File: src/rtl/tmds_pkg.sv
// Shared definitions for the TMDS channel alignment controller: control tokens,
// FSM states, fixed port widths and a counter-width helper.
package tmds_pkg;

    localparam int WORD_W   = 10;
    localparam int SLIP_W   = 4;
    localparam int TAP_W    = 7;
    localparam int RELOCK_W = 8;

    localparam logic [WORD_W-1:0] TOKEN_0 = 10'h354;
    localparam logic [WORD_W-1:0] TOKEN_1 = 10'h0AB;
    localparam logic [WORD_W-1:0] TOKEN_2 = 10'h154;
    localparam logic [WORD_W-1:0] TOKEN_3 = 10'h2AB;

    typedef enum logic [2:0] {
        ST_LOAD,
        ST_SETTLE,
        ST_COUNT,
        ST_DECIDE,
        ST_LOCKED
    } state_t;

    // Width needed to hold values 0..max_val, never less than one bit.
    function automatic int cnt_width(input int max_val);
        return (max_val < 2) ? 1 : $clog2(max_val + 1);
    endfunction

    function automatic logic is_token(input logic [WORD_W-1:0] w);
        return (w == TOKEN_0) || (w == TOKEN_1) || (w == TOKEN_2) || (w == TOKEN_3);
    endfunction

endpackage

File: src/rtl/tmds_align_ctrl_if.sv
// Per-channel bundle between the deserializer/DELAYF side and the alignment
// controller; master is the controller, slave is whoever feeds and observes it.
interface tmds_align_ctrl_if;
    import tmds_pkg::*;

    logic [WORD_W-1:0]   word_in;
    logic [WORD_W-1:0]   aligned_word;
    logic                locked;
    logic [SLIP_W-1:0]   slip;
    logic [TAP_W-1:0]    tap;
    logic                delay_loadn;
    logic                delay_move;
    logic                delay_direction;
    logic [RELOCK_W-1:0] relock_count;

    modport master (
        input  word_in,
        output aligned_word, locked, slip, tap,
               delay_loadn, delay_move, delay_direction, relock_count
    );

    modport slave (
        output word_in,
        input  aligned_word, locked, slip, tap,
               delay_loadn, delay_move, delay_direction, relock_count
    );

endinterface

File: src/rtl/tmds_word_slip.sv
// Bit-slip datapath: previous word register plus a 20-to-10 window select,
// registered output (one cycle from word_in to aligned_word).
module tmds_word_slip
    import tmds_pkg::*;
(
    input  logic              clk_pixel,
    input  logic              rst,
    input  logic [WORD_W-1:0] word_in,
    input  logic [SLIP_W-1:0] slip,
    output logic [WORD_W-1:0] aligned_word
);

    logic [WORD_W-1:0]   word_d_reg;
    logic [WORD_W-1:0]   aligned_reg;
    logic [2*WORD_W-1:0] concat;
    logic [WORD_W-1:0]   shifted [0:WORD_W-1];

    // Bit 0 is the first received bit, so the older word sits in the low half.
    assign concat = {word_in, word_d_reg};

    genvar gi;
    generate
        for (gi = 0; gi < WORD_W; gi++) begin : g_shift
            assign shifted[gi] = concat[gi +: WORD_W];
        end
    endgenerate

    always_ff @(posedge clk_pixel) begin
        if (rst) begin
            word_d_reg  <= '0;
            aligned_reg <= '0;
        end else begin
            word_d_reg  <= word_in;
            aligned_reg <= shifted[slip];
        end
    end

    assign aligned_word = aligned_reg;

endmodule

File: src/rtl/tmds_align_ctrl.sv
// TMDS channel alignment controller: sweeps DELAYF taps and bit-slips until
// control tokens are seen often enough, then watches lock and re-sweeps on loss.
module tmds_align_ctrl
    import tmds_pkg::*;
#(
    parameter int WINDOW       = 2048,
    parameter int MIN_TOKENS   = 64,
    parameter int SETTLE       = 16,
    parameter int MAX_TAPS     = 128,
    parameter int LOSS_WINDOWS = 2
) (
    input  logic               clk_pixel,
    input  logic               rst,
    tmds_align_ctrl_if.master  bus
);

    localparam int WIN_W  = cnt_width(WINDOW - 1);
    localparam int TOK_W  = cnt_width(MIN_TOKENS);
    localparam int SET_W  = cnt_width(SETTLE - 1);
    localparam int LOSS_W = cnt_width(LOSS_WINDOWS);

    state_t              state_reg;
    logic [SLIP_W-1:0]   slip_reg;
    logic [TAP_W-1:0]    tap_reg;
    logic                loadn_reg;
    logic                move_reg;
    logic                locked_reg;
    logic [RELOCK_W-1:0] relock_reg;
    logic [WIN_W-1:0]    win_cnt_reg;
    logic [TOK_W-1:0]    tok_cnt_reg;
    logic [SET_W-1:0]    set_cnt_reg;
    logic [LOSS_W-1:0]   loss_cnt_reg;

    logic [WORD_W-1:0]   aligned_word;
    logic                hit;
    logic [TOK_W-1:0]    tok_cnt_next;
    logic                win_last;
    logic                window_pass;

    tmds_word_slip u_slip (
        .clk_pixel    (clk_pixel),
        .rst          (rst),
        .word_in      (bus.word_in),
        .slip         (slip_reg),
        .aligned_word (aligned_word)
    );

    assign hit          = is_token(aligned_word);
    assign tok_cnt_next = (hit && (tok_cnt_reg < TOK_W'(MIN_TOKENS)))
                          ? tok_cnt_reg + TOK_W'(1) : tok_cnt_reg;
    assign win_last     = (win_cnt_reg == WIN_W'(WINDOW - 1));
    // The hit of the final window cycle must count toward the verdict.
    assign window_pass  = (tok_cnt_next >= TOK_W'(MIN_TOKENS));

    always_ff @(posedge clk_pixel) begin
        if (rst) begin
            state_reg    <= ST_LOAD;
            slip_reg     <= '0;
            tap_reg      <= '0;
            loadn_reg    <= 1'b1;
            move_reg     <= 1'b0;
            locked_reg   <= 1'b0;
            relock_reg   <= '0;
            win_cnt_reg  <= '0;
            tok_cnt_reg  <= '0;
            set_cnt_reg  <= '0;
            loss_cnt_reg <= '0;
        end else begin
            loadn_reg <= 1'b1;
            move_reg  <= 1'b0;
            case (state_reg)
                ST_LOAD: begin
                    loadn_reg   <= 1'b0;
                    tap_reg     <= '0;
                    slip_reg    <= '0;
                    set_cnt_reg <= '0;
                    state_reg   <= ST_SETTLE;
                end
                ST_SETTLE: begin
                    if (set_cnt_reg == SET_W'(SETTLE - 1)) begin
                        win_cnt_reg <= '0;
                        tok_cnt_reg <= '0;
                        state_reg   <= ST_COUNT;
                    end else begin
                        set_cnt_reg <= set_cnt_reg + SET_W'(1);
                    end
                end
                ST_COUNT: begin
                    tok_cnt_reg <= tok_cnt_next;
                    if (win_last) begin
                        state_reg <= ST_DECIDE;
                    end else begin
                        win_cnt_reg <= win_cnt_reg + WIN_W'(1);
                    end
                end
                ST_DECIDE: begin
                    set_cnt_reg <= '0;
                    if (tok_cnt_reg >= TOK_W'(MIN_TOKENS)) begin
                        locked_reg   <= 1'b1;
                        loss_cnt_reg <= '0;
                        win_cnt_reg  <= '0;
                        tok_cnt_reg  <= '0;
                        state_reg    <= ST_LOCKED;
                    end else if (slip_reg < SLIP_W'(9)) begin
                        slip_reg  <= slip_reg + SLIP_W'(1);
                        state_reg <= ST_SETTLE;
                    end else if (tap_reg < TAP_W'(MAX_TAPS - 1)) begin
                        slip_reg  <= '0;
                        tap_reg   <= tap_reg + TAP_W'(1);
                        move_reg  <= 1'b1;
                        state_reg <= ST_SETTLE;
                    end else begin
                        state_reg <= ST_LOAD;
                    end
                end
                ST_LOCKED: begin
                    if (win_last) begin
                        win_cnt_reg <= '0;
                        tok_cnt_reg <= '0;
                        if (window_pass) begin
                            loss_cnt_reg <= '0;
                        end else if (loss_cnt_reg == LOSS_W'(LOSS_WINDOWS - 1)) begin
                            locked_reg   <= 1'b0;
                            loss_cnt_reg <= '0;
                            if (relock_reg != {RELOCK_W{1'b1}}) begin
                                relock_reg <= relock_reg + RELOCK_W'(1);
                            end
                            state_reg <= ST_LOAD;
                        end else begin
                            loss_cnt_reg <= loss_cnt_reg + LOSS_W'(1);
                        end
                    end else begin
                        win_cnt_reg <= win_cnt_reg + WIN_W'(1);
                        tok_cnt_reg <= tok_cnt_next;
                    end
                end
                default: state_reg <= ST_LOAD;
            endcase
        end
    end

    assign bus.aligned_word    = aligned_word;
    assign bus.locked          = locked_reg;
    assign bus.slip            = slip_reg;
    assign bus.tap             = tap_reg;
    assign bus.delay_loadn     = loadn_reg;
    assign bus.delay_move      = move_reg;
    assign bus.delay_direction = 1'b0;
    assign bus.relock_count    = relock_reg;

endmodule

File: src/flat_wrapper.sv
// flat-port wrapper written by rule: the top's interface ports become plain ports
module tmds_align_ctrl_flat import tmds_pkg::*;
#(
    parameter int WINDOW       = 2048,
    parameter int MIN_TOKENS   = 64,
    parameter int SETTLE       = 16,
    parameter int MAX_TAPS     = 128,
    parameter int LOSS_WINDOWS = 2
)
  (clk_pixel, rst, bus_word_in, bus_aligned_word, bus_locked, bus_slip, bus_tap, bus_delay_loadn, bus_delay_move, bus_delay_direction, bus_relock_count);
  tmds_align_ctrl_if bus_i ();
  input  logic clk_pixel;
  input  logic rst;
  input wire logic [$bits(bus_i.word_in)-1:0] bus_word_in;
  output wire logic [$bits(bus_i.aligned_word)-1:0] bus_aligned_word;
  output wire logic [$bits(bus_i.locked)-1:0] bus_locked;
  output wire logic [$bits(bus_i.slip)-1:0] bus_slip;
  output wire logic [$bits(bus_i.tap)-1:0] bus_tap;
  output wire logic [$bits(bus_i.delay_loadn)-1:0] bus_delay_loadn;
  output wire logic [$bits(bus_i.delay_move)-1:0] bus_delay_move;
  output wire logic [$bits(bus_i.delay_direction)-1:0] bus_delay_direction;
  output wire logic [$bits(bus_i.relock_count)-1:0] bus_relock_count;
  assign bus_i.word_in = bus_word_in;
  assign bus_aligned_word = bus_i.aligned_word;
  assign bus_locked = bus_i.locked;
  assign bus_slip = bus_i.slip;
  assign bus_tap = bus_i.tap;
  assign bus_delay_loadn = bus_i.delay_loadn;
  assign bus_delay_move = bus_i.delay_move;
  assign bus_delay_direction = bus_i.delay_direction;
  assign bus_relock_count = bus_i.relock_count;
  tmds_align_ctrl #(.WINDOW(WINDOW), .MIN_TOKENS(MIN_TOKENS), .SETTLE(SETTLE), .MAX_TAPS(MAX_TAPS), .LOSS_WINDOWS(LOSS_WINDOWS)) u_core (.clk_pixel(clk_pixel), .rst(rst), .bus(bus_i));
endmodule
File: config.mk
export PLATFORM = sky130hd
export DESIGN_NAME = tmds_align_ctrl_flat
export DESIGN_NICKNAME = d
export VERILOG_FILES = /design/src/rtl/tmds_pkg.sv /design/src/rtl/tmds_align_ctrl_if.sv /design/src/rtl/tmds_word_slip.sv /design/src/rtl/tmds_align_ctrl.sv /design/src/flat_wrapper.sv
export SDC_FILE = /design/constraint.sdc
export NUM_CORES = 1
export LEC_CHECK = 0
export BUFFER_PORTS_ARGS = -buffer_cell sky130_fd_sc_hd__buf_2
export CAP_MARGIN = 20
export CORE_MARGIN = 2
export CORE_UTILIZATION = 60
export DETAILED_ROUTE_END_ITERATION = 10
export PLACE_DENSITY = 0.9
export SETUP_SLACK_MARGIN = 0.15
export SYNTH_ARGS = -nofsm -noshare
export SYNTH_HDL_FRONTEND = slang
export SYNTH_SLANG_ARGS = --single-unit
File: constraint.sdc
create_clock -name clk_pixel -period 4.21 [get_ports clk_pixel]
set_clock_uncertainty 0.05 [all_clocks]
set_input_delay 0.6315 -clock clk_pixel [delete_from_list [all_inputs] [get_ports clk_pixel]]
set_output_delay 0.6315 -clock clk_pixel [all_outputs]
set_load 0.03 [all_outputs]
==> results.md <==
- Syn. warnings: 0
- Setup TNS: 0 ns
- Antenna violations before repair: 0
- Site row count: 28
- CP required: 4.41 ns
- Synth Area in Adders: 0.0266
- Vias in the first global route: 3130
- CTS tree: yes
- Worst-path maximum fanout: 13
- Static Leak: 1.56 nW
- Dpl ws: 1.67 ns
- Tmin final: 2.66 ns
- Setup-failing EPs final: 0
- Library cells used by synthesis: 67
- Kind of critical path: register to register
- Max incr delay on CP: 0.76 ns
- Synth async-reset ratio: 0
- Diode count: 0
- Share of layout cells above drive strength 1: 0.210
- # IOs: 45
- Final hold vios: 0
- Element type at the critical path start: register
- Routed WL: 8.97 mm
- Per-cell routed wire length: 17.4 um
- Post-Layout Cell Count: 514
- Final Max Slew Viols: 0
- Worst-path clk slew: 0.07 ns
- P per Cell Area: 385 nW/um2
- Tot Pwr: 1.63 mW
- Vias per Instance: 6.45
- # DRC: 0
- H-tree levels: 3
- Total grt overflow: 0
- 1st-iter DRT viols: 207
- Count of buffer and inverter cells on the critical path: 0
- Status: completed
- Slew @ Worst Pin: 0.998 ns
- Post-CTS resize count: 0
- Slew margin rel.: 0.334
- RSZ-0062 raised after global routing: no
- Post-synthesis compound-gate area fraction: 0.157
- Post-CTS Hold Buffers: 0
- Clock root buffer: clkbuf_8
- Post-DP Area: 3990 um2
- Main synth FF type: dfxtp_1
- Post-Synth XOR/XNOR Area: 0.0279
- Via count: 3317
- First-pass GRT wire length: 15.0 mm
- Critical path's top delay family: compound AO/OA/AOI/OAI gates
- Multiplexer share of the synthesized area: 0.143
- Min Hold Slack: 0.396 ns
- Worst skew pair latency: 0.36 ns
- Placed Instances: 498
- Buffer count from post-CTS setup fixing: 0
- Pin count of the biggest net entering global routing: 49
- Crit end category: register
- Syn Area/Cell: 9.42 um2
- Layout area overhead: 12.3%
- Final HPWL DP: 6.04 mm
- Cell count after synthesis: 400
- Syn Nets: 420
- Seq/Total Area, Yosys: 0.367
- Fin nets: 454
- Post-synth EDFFs: 0
- Global Route Usage Sum: 0.265
- Longest Clk Path Bufs: 2
- Tcrit/Tclk final: 0.631
- Final worst setup slack: 1.55 ns
- Placeable Area: 5990 um2
- Main combinational cell family by area after synthesis: simple AND/OR/NAND/NOR gates
- Initial Util: 0.629
- Max cap viols: 0
- Die W: 83.3 um
- Antenna Nets Post-Route: 0
- Max reg flops: 11
- Slowest CP cell: o31ai_2
- Crit path cell chain: ha_1 -> nand3_1 -> nor3_4 -> a21oi_1 -> o31ai_2 -> o21ba_2
- Arrival time of the worst setup path: 2.85 ns
- Final Util: 0.706
- Peak VDD IR: 327 uV
- Cts bufs inserted: 9
- Full die area: 6930 um2
- IO buf count: 43
- Worst Hold Class: register to register
- Drt first pass iters: 5
- #FFs+latches synth: 69
- Finished Cell Area: 4230 um2
- Clk sinks: 69
- Die H: 83.3 um
- Cell area after synthesis: 3770 um2
- RD Place Congestion: 0.939
- Simple-Gate Fraction of Synth Area: 0.239
- Max Clock Freq: 377 MHz
[worst paths after layout]
kind / start / to / slack (ns) / cells past startpoint
min: u_core.loss_cnt_reg[1]$_SDFFE_PP0P_ / u_core.loss_cnt_reg[1]$_SDFFE_PP0P_ / 0.40 / 2
max: u_core.win_cnt_reg[0]$_SDFFE_PP0P_ / u_core.win_cnt_reg[9]$_SDFFE_PP0P_ / 1.55 / 6
max reg2reg: u_core.win_cnt_reg[0]$_SDFFE_PP0P_ / u_core.win_cnt_reg[9]$_SDFFE_PP0P_ / 1.55 / 6
min reg2reg: u_core.loss_cnt_reg[1]$_SDFFE_PP0P_ / u_core.loss_cnt_reg[1]$_SDFFE_PP0P_ / 0.40 / 2
[synthesized netlist by cell type (all sizes together), types with 5 or more instances]
master | n | area, um2
dfxtp | 69 | 1380
nor2 | 43 | 161
mux2i | 28 | 280
a21oi | 20 | 100
nand2 | 20 | 77.6
nand3 | 16 | 92.6
buf | 13 | 71.3
nor2b | 13 | 81.3
nand4 | 11 | 81.3
mux4 | 10 | 225
nor3 | 10 | 61.3
o22a | 10 | 87.6
clkbuf | 9 | 33.8
inv | 9 | 33.8
or3 | 9 | 56.3
xnor2 | 9 | 78.8
ha | 8 | 100
o21ai | 7 | 35.0
and3 | 6 | 37.5
nand2b | 6 | 37.5
nor4 | 6 | 43.8
a2111oi | 5 | 87.6
o31ai | 5 | 42.5
or4 | 5 | 37.5
[power by group]
part / switching [mW] / internal [mW] / total (mW)
combinational: 0.169 / 0.108 / 0.277
clock: 0.250 / 0.397 / 0.648
sequential: 0.0293 / 0.677 / 0.706
[layout make-up]
class,count,area (um2)
Clock buffer,13,179
Clock inverter,3,65.1
Fill cell,424,1760
Inverter,11,41.3
Multi-Input combinational cell,298,2240
Sequential cell,69,1380
Tap cell,75,93.8
Timing Repair Buffer,45,230
[worst reg2reg max path: cells and delay by family (launching register included)]
| family | cells | cell delay, ns |
|---|---|---|
| AO/OA/AOI/OAI | 3 | 1.19 |
| AND/OR/NAND/NOR | 2 | 0.69 |
| flip-flops | 1 | 0.41 |
| adder cells (fa/ha/maj) | 1 | 0.22 |
[cells in the final DEF, fill, tap and decap left out, types with 3 or more instances in the layout]
master,Yosys,layout
mux2i_1,28,28
a31oi_1,3,3
o41ai_1,3,3
clkbuf_8,0,13
nor3_1,9,9
xnor2_1,9,9
a211oi_1,3,3
nor2_1,43,43
dfxtp_1,69,69
and2_1,3,3
nand3_1,15,15
nor4_1,5,5
or4_1,5,5
inv_1,9,9
nand4_1,9,9
ha_1,8,8
and3_1,6,6
buf_2,9,43
or3_1,9,9
o22a_1,10,10
nand2_1,19,19
and4_1,3,3
o21ai_0,7,7
nor2b_1,13,13
o31ai_1,4,4
mux4_2,10,10
a2111oi_2,4,4
nand2b_1,6,6
xor2_1,3,3
a21oi_1,20,20
[cell families (layout without fill, tap and decap cells)]
logic type      after synthesis  after routing
fa+ha+maj                     8              8
buf+inv                      33             72
xor+xnor                     12             12
mux                          41             41
flops                        69             69
simple gates                161            161
other cells                   1              1
compound gates               75             75
[layer usage]
metal  global-route usage  vias to the layer above  part of all wire
li1                     -                     1559                 -
met1                0.327                     1598              0.41
met2                0.443                      139              0.50
met3               0.0457                       21             0.057
met4                0.136                        0             0.027
met5                    0                        -                 0
(Power assumes the default switching activity.)
